File: src/rtl/hdmi_timing_pkg.sv
// Shared raster timing sets (640x480@60, 1280x720@60), derived totals and sync polarities
// for the HDMI video timing generator.
package hdmi_timing_pkg;

   typedef struct packed {
      int unsigned active;
      int unsigned fp;
      int unsigned sync;
      int unsigned bp;
   } axis_timing_t;

   localparam bit POL_NEG = 1'b0;
   localparam bit POL_POS = 1'b1;

   localparam axis_timing_t H_640X480 = '{active: 640,  fp: 16,  sync: 96, bp: 48};
   localparam axis_timing_t V_640X480 = '{active: 480,  fp: 10,  sync: 2,  bp: 33};
   localparam axis_timing_t H_1280X720 = '{active: 1280, fp: 110, sync: 40, bp: 220};
   localparam axis_timing_t V_1280X720 = '{active: 720,  fp: 5,   sync: 5,  bp: 20};

   function automatic int unsigned axis_total(input axis_timing_t t);
      return t.active + t.fp + t.sync + t.bp;
   endfunction

   localparam int unsigned H_TOTAL_640X480  = axis_total(H_640X480);
   localparam int unsigned V_TOTAL_640X480  = axis_total(V_640X480);
   localparam int unsigned H_TOTAL_1280X720 = axis_total(H_1280X720);
   localparam int unsigned V_TOTAL_1280X720 = axis_total(V_1280X720);

   localparam bit HS_POL_640X480  = POL_NEG;
   localparam bit VS_POL_640X480  = POL_NEG;
   localparam bit HS_POL_1280X720 = POL_POS;
   localparam bit VS_POL_1280X720 = POL_POS;

endpackage

File: src/rtl/hdmi_axis_counter.sv
// Wrapping position counter for one raster axis: synchronous clear, count enable,
// and a combinational terminal-count flag that is high while the count sits at MAX.
module hdmi_axis_counter #(
   parameter int unsigned   W   = 12,
   parameter logic [W-1:0]  MAX = '1
) (
   input  logic          clk_i,
   input  logic          rst_ni,
   input  logic          clr_i,
   input  logic          en_i,
   output logic [W-1:0]  cnt_o,
   output logic          tc_o
);

   logic [W-1:0] cnt_q;
   logic [W-1:0] cnt_d;

   assign tc_o  = (cnt_q == MAX);
   assign cnt_o = cnt_q;

   always_comb begin
      cnt_d = cnt_q;
      if (clr_i) begin
         cnt_d = '0;
      end else if (en_i) begin
         cnt_d = tc_o ? '0 : cnt_q + W'(1);
      end
   end

   always_ff @(posedge clk_i or negedge rst_ni) begin
      if (!rst_ni) begin
         cnt_q <= '0;
      end else begin
         cnt_q <= cnt_d;
      end
   end

endmodule

File: src/rtl/hdmi_video_timing_gen.sv
// Raster timing generator for the TMDS encoders: pixel request/coordinates one cycle
// ahead of de, with de/hsync/vsync mutually aligned two cycles after the counters.
module hdmi_video_timing_gen
   import hdmi_timing_pkg::*;
#(
   parameter int unsigned H_ACTIVE = H_640X480.active,
   parameter int unsigned H_FP     = H_640X480.fp,
   parameter int unsigned H_SYNC   = H_640X480.sync,
   parameter int unsigned H_BP     = H_640X480.bp,
   parameter int unsigned V_ACTIVE = V_640X480.active,
   parameter int unsigned V_FP     = V_640X480.fp,
   parameter int unsigned V_SYNC   = V_640X480.sync,
   parameter int unsigned V_BP     = V_640X480.bp,
   parameter bit          HS_POL   = HS_POL_640X480,
   parameter bit          VS_POL   = VS_POL_640X480,
   parameter int unsigned CNT_W    = 12
) (
   input  logic             sys_clk,
   input  logic             sys_rst_n,
   input  logic             timing_en,
   output logic             data_req,
   output logic [CNT_W-1:0] pixel_x,
   output logic [CNT_W-1:0] pixel_y,
   output logic             frame_start,
   output logic             de,
   output logic             hsync,
   output logic             vsync
);

   localparam int unsigned H_TOTAL = H_ACTIVE + H_FP + H_SYNC + H_BP;
   localparam int unsigned V_TOTAL = V_ACTIVE + V_FP + V_SYNC + V_BP;
   localparam longint unsigned CNT_RANGE = 64'(1) << CNT_W;

   localparam logic [CNT_W-1:0] H_MAX      = CNT_W'(H_TOTAL - 1);
   localparam logic [CNT_W-1:0] V_MAX      = CNT_W'(V_TOTAL - 1);
   localparam logic [CNT_W-1:0] H_ACT_END  = CNT_W'(H_ACTIVE);
   localparam logic [CNT_W-1:0] V_ACT_END  = CNT_W'(V_ACTIVE);
   localparam logic [CNT_W-1:0] H_SYNC_BEG = CNT_W'(H_ACTIVE + H_FP);
   localparam logic [CNT_W-1:0] H_SYNC_END = CNT_W'(H_ACTIVE + H_FP + H_SYNC);
   localparam logic [CNT_W-1:0] V_SYNC_BEG = CNT_W'(V_ACTIVE + V_FP);
   localparam logic [CNT_W-1:0] V_SYNC_END = CNT_W'(V_ACTIVE + V_FP + V_SYNC);

   if (H_ACTIVE < 1 || H_FP < 1 || H_SYNC < 1 || H_BP < 1 ||
       V_ACTIVE < 1 || V_FP < 1 || V_SYNC < 1 || V_BP < 1) begin : g_bad_width
      $error("hdmi_video_timing_gen: every active/porch/sync width must be at least 1");
   end

   if (longint'(H_TOTAL) > CNT_RANGE || longint'(V_TOTAL) > CNT_RANGE) begin : g_bad_cnt_w
      $error("hdmi_video_timing_gen: H_TOTAL/V_TOTAL do not fit in CNT_W bits");
   end

   // ---------------- raster counters ----------------
   logic [CNT_W-1:0] h_cnt;
   logic [CNT_W-1:0] v_cnt;
   logic             h_tc;
   logic             v_tc;
   logic             cnt_clr;

   assign cnt_clr = ~timing_en;

   hdmi_axis_counter #(
      .W   (CNT_W),
      .MAX (H_MAX)
   ) u_h_cnt (
      .clk_i  (sys_clk),
      .rst_ni (sys_rst_n),
      .clr_i  (cnt_clr),
      .en_i   (1'b1),
      .cnt_o  (h_cnt),
      .tc_o   (h_tc)
   );

   hdmi_axis_counter #(
      .W   (CNT_W),
      .MAX (V_MAX)
   ) u_v_cnt (
      .clk_i  (sys_clk),
      .rst_ni (sys_rst_n),
      .clr_i  (cnt_clr),
      .en_i   (h_tc),
      .cnt_o  (v_cnt),
      .tc_o   (v_tc)
   );

   // High while the counters sit at (0,0); tracks the wrap instead of comparing both axes.
   logic origin_q;
   logic origin_d;

   always_comb begin
      origin_d = 1'b0;
      if (!timing_en) begin
         origin_d = 1'b1;
      end else if (h_tc) begin
         origin_d = v_tc;
      end
   end

   always_ff @(posedge sys_clk or negedge sys_rst_n) begin
      if (!sys_rst_n) begin
         origin_q <= 1'b1;
      end else begin
         origin_q <= origin_d;
      end
   end

   // ---------------- region decode ----------------
   logic h_active;
   logic v_active;
   logic h_sync_on;
   logic v_sync_on;

   assign h_active  = (h_cnt < H_ACT_END);
   assign v_active  = (v_cnt < V_ACT_END);
   assign h_sync_on = (h_cnt >= H_SYNC_BEG) && (h_cnt < H_SYNC_END);
   assign v_sync_on = (v_cnt >= V_SYNC_BEG) && (v_cnt < V_SYNC_END);

   // ---------------- stage 1: request and coordinates ----------------
   logic             req_q,  req_d;
   logic [CNT_W-1:0] px_q,   px_d;
   logic [CNT_W-1:0] py_q,   py_d;
   logic             fs_q,   fs_d;
   logic             hs1_q,  hs1_d;
   logic             vs1_q,  vs1_d;

   always_comb begin
      req_d = 1'b0;
      px_d  = '0;
      py_d  = '0;
      fs_d  = 1'b0;
      hs1_d = ~HS_POL;
      vs1_d = ~VS_POL;
      if (timing_en) begin
         req_d = h_active && v_active;
         px_d  = h_cnt;
         py_d  = v_cnt;
         fs_d  = origin_q;
         hs1_d = h_sync_on ? HS_POL : ~HS_POL;
         vs1_d = v_sync_on ? VS_POL : ~VS_POL;
      end
   end

   always_ff @(posedge sys_clk or negedge sys_rst_n) begin
      if (!sys_rst_n) begin
         req_q <= 1'b0;
         px_q  <= '0;
         py_q  <= '0;
         fs_q  <= 1'b0;
         hs1_q <= ~HS_POL;
         vs1_q <= ~VS_POL;
      end else begin
         req_q <= req_d;
         px_q  <= px_d;
         py_q  <= py_d;
         fs_q  <= fs_d;
         hs1_q <= hs1_d;
         vs1_q <= vs1_d;
      end
   end

   // ---------------- stage 2: encoder-facing controls ----------------
   // Stage 2 always drains stage 1, so disabling never chops a pulse mid-cycle.
   logic de_q;
   logic hs2_q;
   logic vs2_q;

   always_ff @(posedge sys_clk or negedge sys_rst_n) begin
      if (!sys_rst_n) begin
         de_q  <= 1'b0;
         hs2_q <= ~HS_POL;
         vs2_q <= ~VS_POL;
      end else begin
         de_q  <= req_q;
         hs2_q <= hs1_q;
         vs2_q <= vs1_q;
      end
   end

   assign data_req    = req_q;
   assign pixel_x     = px_q;
   assign pixel_y     = py_q;
   assign frame_start = fs_q;
   assign de          = de_q;
   assign hsync       = hs2_q;
   assign vsync       = vs2_q;

endmodule
File: config.mk
export PLATFORM = sky130hd
export DESIGN_NAME = hdmi_video_timing_gen
export DESIGN_NICKNAME = d
export VERILOG_FILES = /design/src/rtl/hdmi_timing_pkg.sv /design/src/rtl/hdmi_axis_counter.sv /design/src/rtl/hdmi_video_timing_gen.sv
export SDC_FILE = /design/constraint.sdc
export NUM_CORES = 1
export LEC_CHECK = 0
export ABC_AREA = 1
export CORE_ASPECT_RATIO = 1.2
export CORE_MARGIN = 5
export CORE_UTILIZATION = 55
export DETAILED_ROUTE_END_ITERATION = 8
export PLACE_DENSITY = 0.79
export SLEW_MARGIN = 10
export SYNTH_ARGS = -nofsm -noshare
export SYNTH_HDL_FRONTEND = slang
export SYNTH_SLANG_ARGS = --single-unit
File: constraint.sdc
create_clock -name sys_clk -period 2.1 [get_ports sys_clk]
set_clock_uncertainty 0.05 [all_clocks]
set_input_delay 0.42 -clock sys_clk [delete_from_list [all_inputs] [get_ports sys_clk]]
set_output_delay 0.42 -clock sys_clk [all_outputs]
set_load 0.01 [all_outputs]
==> impl_metrics.py, run 1 <==
metrics = {
    "critical_path": {
        "cp-start-kind": "flip-flop",
        "reg2reg_slack_ns": 0.52,
        "cp_num_buf_inv": 1,
        "worstPathCellList": "clkdlybuf4s50_1",
        "ff2ff_path_depth": 7,
        "crit_path_max_incr_delay_ns": 0.53,
        "cp.required_ns": 1.63,
        "cp_slowest_cell": "dfstp_2",
        "worstPathArrival_ns": 1.36,
        "r2r-start": "u_h_cnt.cnt_o[0]",
        "cpLargestDelayFamily": "flip-flops",
        "end_kind": "primary output",
        "crit_type": "flip-flop to primary output",
        "r2r_end": "u_v_cnt.cnt_o[9]",
        "cp_max_fo": 1,
    },
    "floorplan": {
        "core_area_um2": 4630,
        "die_area_um2": 6260,
        "num_rows": 27,
        "die_w_um": 73.1,
        "io_pins": 32,
        "die_h_um": 85.7,
        "start_util": 0.567,
    },
    "yosys": {
        "syn_inst": 327,
        "synthFlopType": "dfrtp_1",
        "synth_cell_types": 26,
        "yosys_register_bits": 56,
        "synth_nets": 334,
        "async_flop_share": 1.00,
        "netlist_area_um2": 2630,
        "synth_edf_count": 0,
        "synth_warnings": 0,
        "postSynthAreaPerCell_um2": 8.03,
        "seq_area_frac_synth": 0.536,
    },
    "clocking": {
        "cts-root-buf": "clkbuf_8",
        "clk_pin_slew_ns": 0.10,
        "cts_tree": "done",
        "htree_levels": 2,
        "cts_hold_buf": 0,
        "cts_resized": 0,
        "clock_sinks": 56,
        "clock_latency_ns": 0.31,
        "clock_path_buffers": 2,
        "numCtsBuffers": 5,
        "post_cts_buffers": 0,
    },
    "final_layout": {
        "diodes": 0,
        "fin_cells": 417,
        "layout_commonest_cell": "nand2_1",
        "n_fill_cell": 378,
        "layout-drive-gt1-share": 0.0836,
        "fin_nets": 365,
        "final_cell_mix": "102 x nand2_1, 58 x inv_1, 51 x dfrtp_1, 30 x nor2_1, 30 x clkdlybuf4s50_1",
        "area_growth_pct": 17.2,
    },
    "power_and_ir_drop": {
        "power.density_nw_per_um2": 585,
        "ir_worst_vdd_uv": 511,
        "p_leak_nw": 1.69,
        "total_power_mw": 1.80,
    },
    "sta": {
        "rsz0062_at_grt": "false",
        "fin_setup_tns_ns": 0,
        "finalHoldViolCount": 0,
        "setup_ws_ns": 0.265,
        "max_slew_margin": 0.657,
        "slew_violations": 0,
        "worst_slew_pin_slew_ns": 0.515,
        "period_share": 0.874,
        "setup_viol": 0,
        "fmax_ghz": 0.545,
        "min_period_ns": 1.83,
    },
    "placed_design": {
        "hpwl_mm": 3.68,
        "port_buffers": 31,
        "dp.cells": 409,
        "place_congestion": 0.930,
        "pre_cts_ws_ns": 0.350,
    },
    "hold_path": {
        "min_path_type": "input pin to async pin",
    },
    "routing": {
        "highest_layer": "met4",
        "dr.pass1.iters": 4,
        "drc": 0,
        "vias": 2082,
        "wl_mm": 5.07,
        "wl_met2_mm": 2.46,
        "routed_via_density": 4.99,
        "met3_length_um": 282,
        "drt-initial-drc-count": 125,
        "wire_per_inst_um": 12.1,
        "met1_length_mm": 2.26,
        "ant_nets": 0,
    },
    "flow_run": {
        "maxCapViolations": 0,
    },
    "global_routing": {
        "grt_pass1_wl_mm": 9.13,
        "grt_pass1_vias": 2042,
        "antenna_found_initial": 0,
        "grt_max_degree": 36,
        "grt_overflow_total": 0,
        "track_usage": 0.185,
    },
    "outcome": {
        "outcome": "complete, no violations",
    },
}
[Yosys cell counts, types with 2 or more instances]
| library cell | number | area (um^2) |
|---|---|---|
| nand3_1 | 22 | 110 |
| ha_1 | 4 | 50.1 |
| o21ai_0 | 3 | 15.0 |
| inv_1 | 58 | 218 |
| nor2_4 | 2 | 22.5 |
| nor2_2 | 2 | 12.5 |
| dfstp_2 | 5 | 131 |
| buf_1 | 2 | 7.51 |
| nor2_1 | 30 | 113 |
| a21oi_1 | 3 | 15.0 |
| inv_2 | 2 | 7.51 |
| xor2_1 | 5 | 43.8 |
| nand4_1 | 9 | 56.3 |
| nand2_1 | 102 | 383 |
| nand2_2 | 4 | 25.0 |
| nor3_1 | 8 | 40.0 |
| buf_2 | 7 | 35.0 |
| dfrtp_1 | 51 | 1280 |
[routing by layer]
| metal | vias up | GRT usage |
|---|---|---|
| li1 | 1041 | - |
| met1 | 983 | 0.245 |
| met2 | 53 | 0.303 |
| met3 | 5 | 0.0410 |
| met4 | 0 | 0.0554 |
| met5 | - | 0 |
[worst max path at each step]
| stage | start | endpoint | depth (start not counted) | slack (ns) |
|---|---|---|---|---|
| finish | vsync | vsync | 1 | 0.27 |
| global route | vsync | vsync | 1 | 0.22 |
| CTS | vsync | vsync | 1 | 0.25 |
| detailed placement | timing_en | vs1_q | 4 | 0.35 |
| global placement | timing_en | vs1_q | 4 | 0.40 |
| floorplan | u_h_cnt.cnt_o[0] | u_v_cnt.cnt_o[4] | 9 | 0.67 |
[through the flow]
step,hold WS (ns),area (um^2),utilization
final,0.0161,3080,0.665
after global placement,0.297,2990,0.645
after detailed placement,0.299,2990,0.645
after global routing,0.0437,3080,0.665
after floorplan,0.0744,2630,-
after CTS,0.0355,3080,0.665
[logic make-up after synthesis]
family                   share of synthesized area
buffers and inverters                        0.111
flip-flops                                   0.536
AO/OA/AOI/OAI                               0.0162
XOR/XNOR                                    0.0167
AND/OR/NAND/NOR                              0.301
adder cells (fa/ha/maj)                     0.0191
[flip-flops by register name (all words and copies together) (netlist names)]
name / cells
vs1_q: 1
pixel_x: 12
u_h_cnt.cnt_o: 12
hs1_q: 1
de: 1
pixel_y: 12
data_req: 1
frame_start: 1
vsync: 1
origin_q: 1
u_v_cnt.cnt_o: 12
hsync: 1
[report_power, final]
part           switching [mW]  internal, mW  leakage [nW]
clock                   0.349         0.269        0.0445
sequential            0.00709          1.09         0.756
combinational          0.0565        0.0287         0.890
total                   0.413          1.39          1.69
[area by class of cell]
class / count / area [um^2] / area share
clock inverter: 1 / 7.51 / 0.00244
tap: 58 / 72.6 / 0.0236
multi-input combinational: 199 / 926 / 0.301
sequential: 56 / 1410 / 0.457
clock buffer: 7 / 86.3 / 0.0280
inverter: 61 / 231 / 0.0752
timing repair buffer: 35 / 348 / 0.113
Power figures use the tool's default switching activity.
==> inputs of run 2 (changes only) <==
SLEW_MARGIN = 0   (was 10)
TNS_END_PERCENT = 10   (was unset)
==> results of run 2 <==
The final DEF is identical to that of run 1; final timing and power are the same.
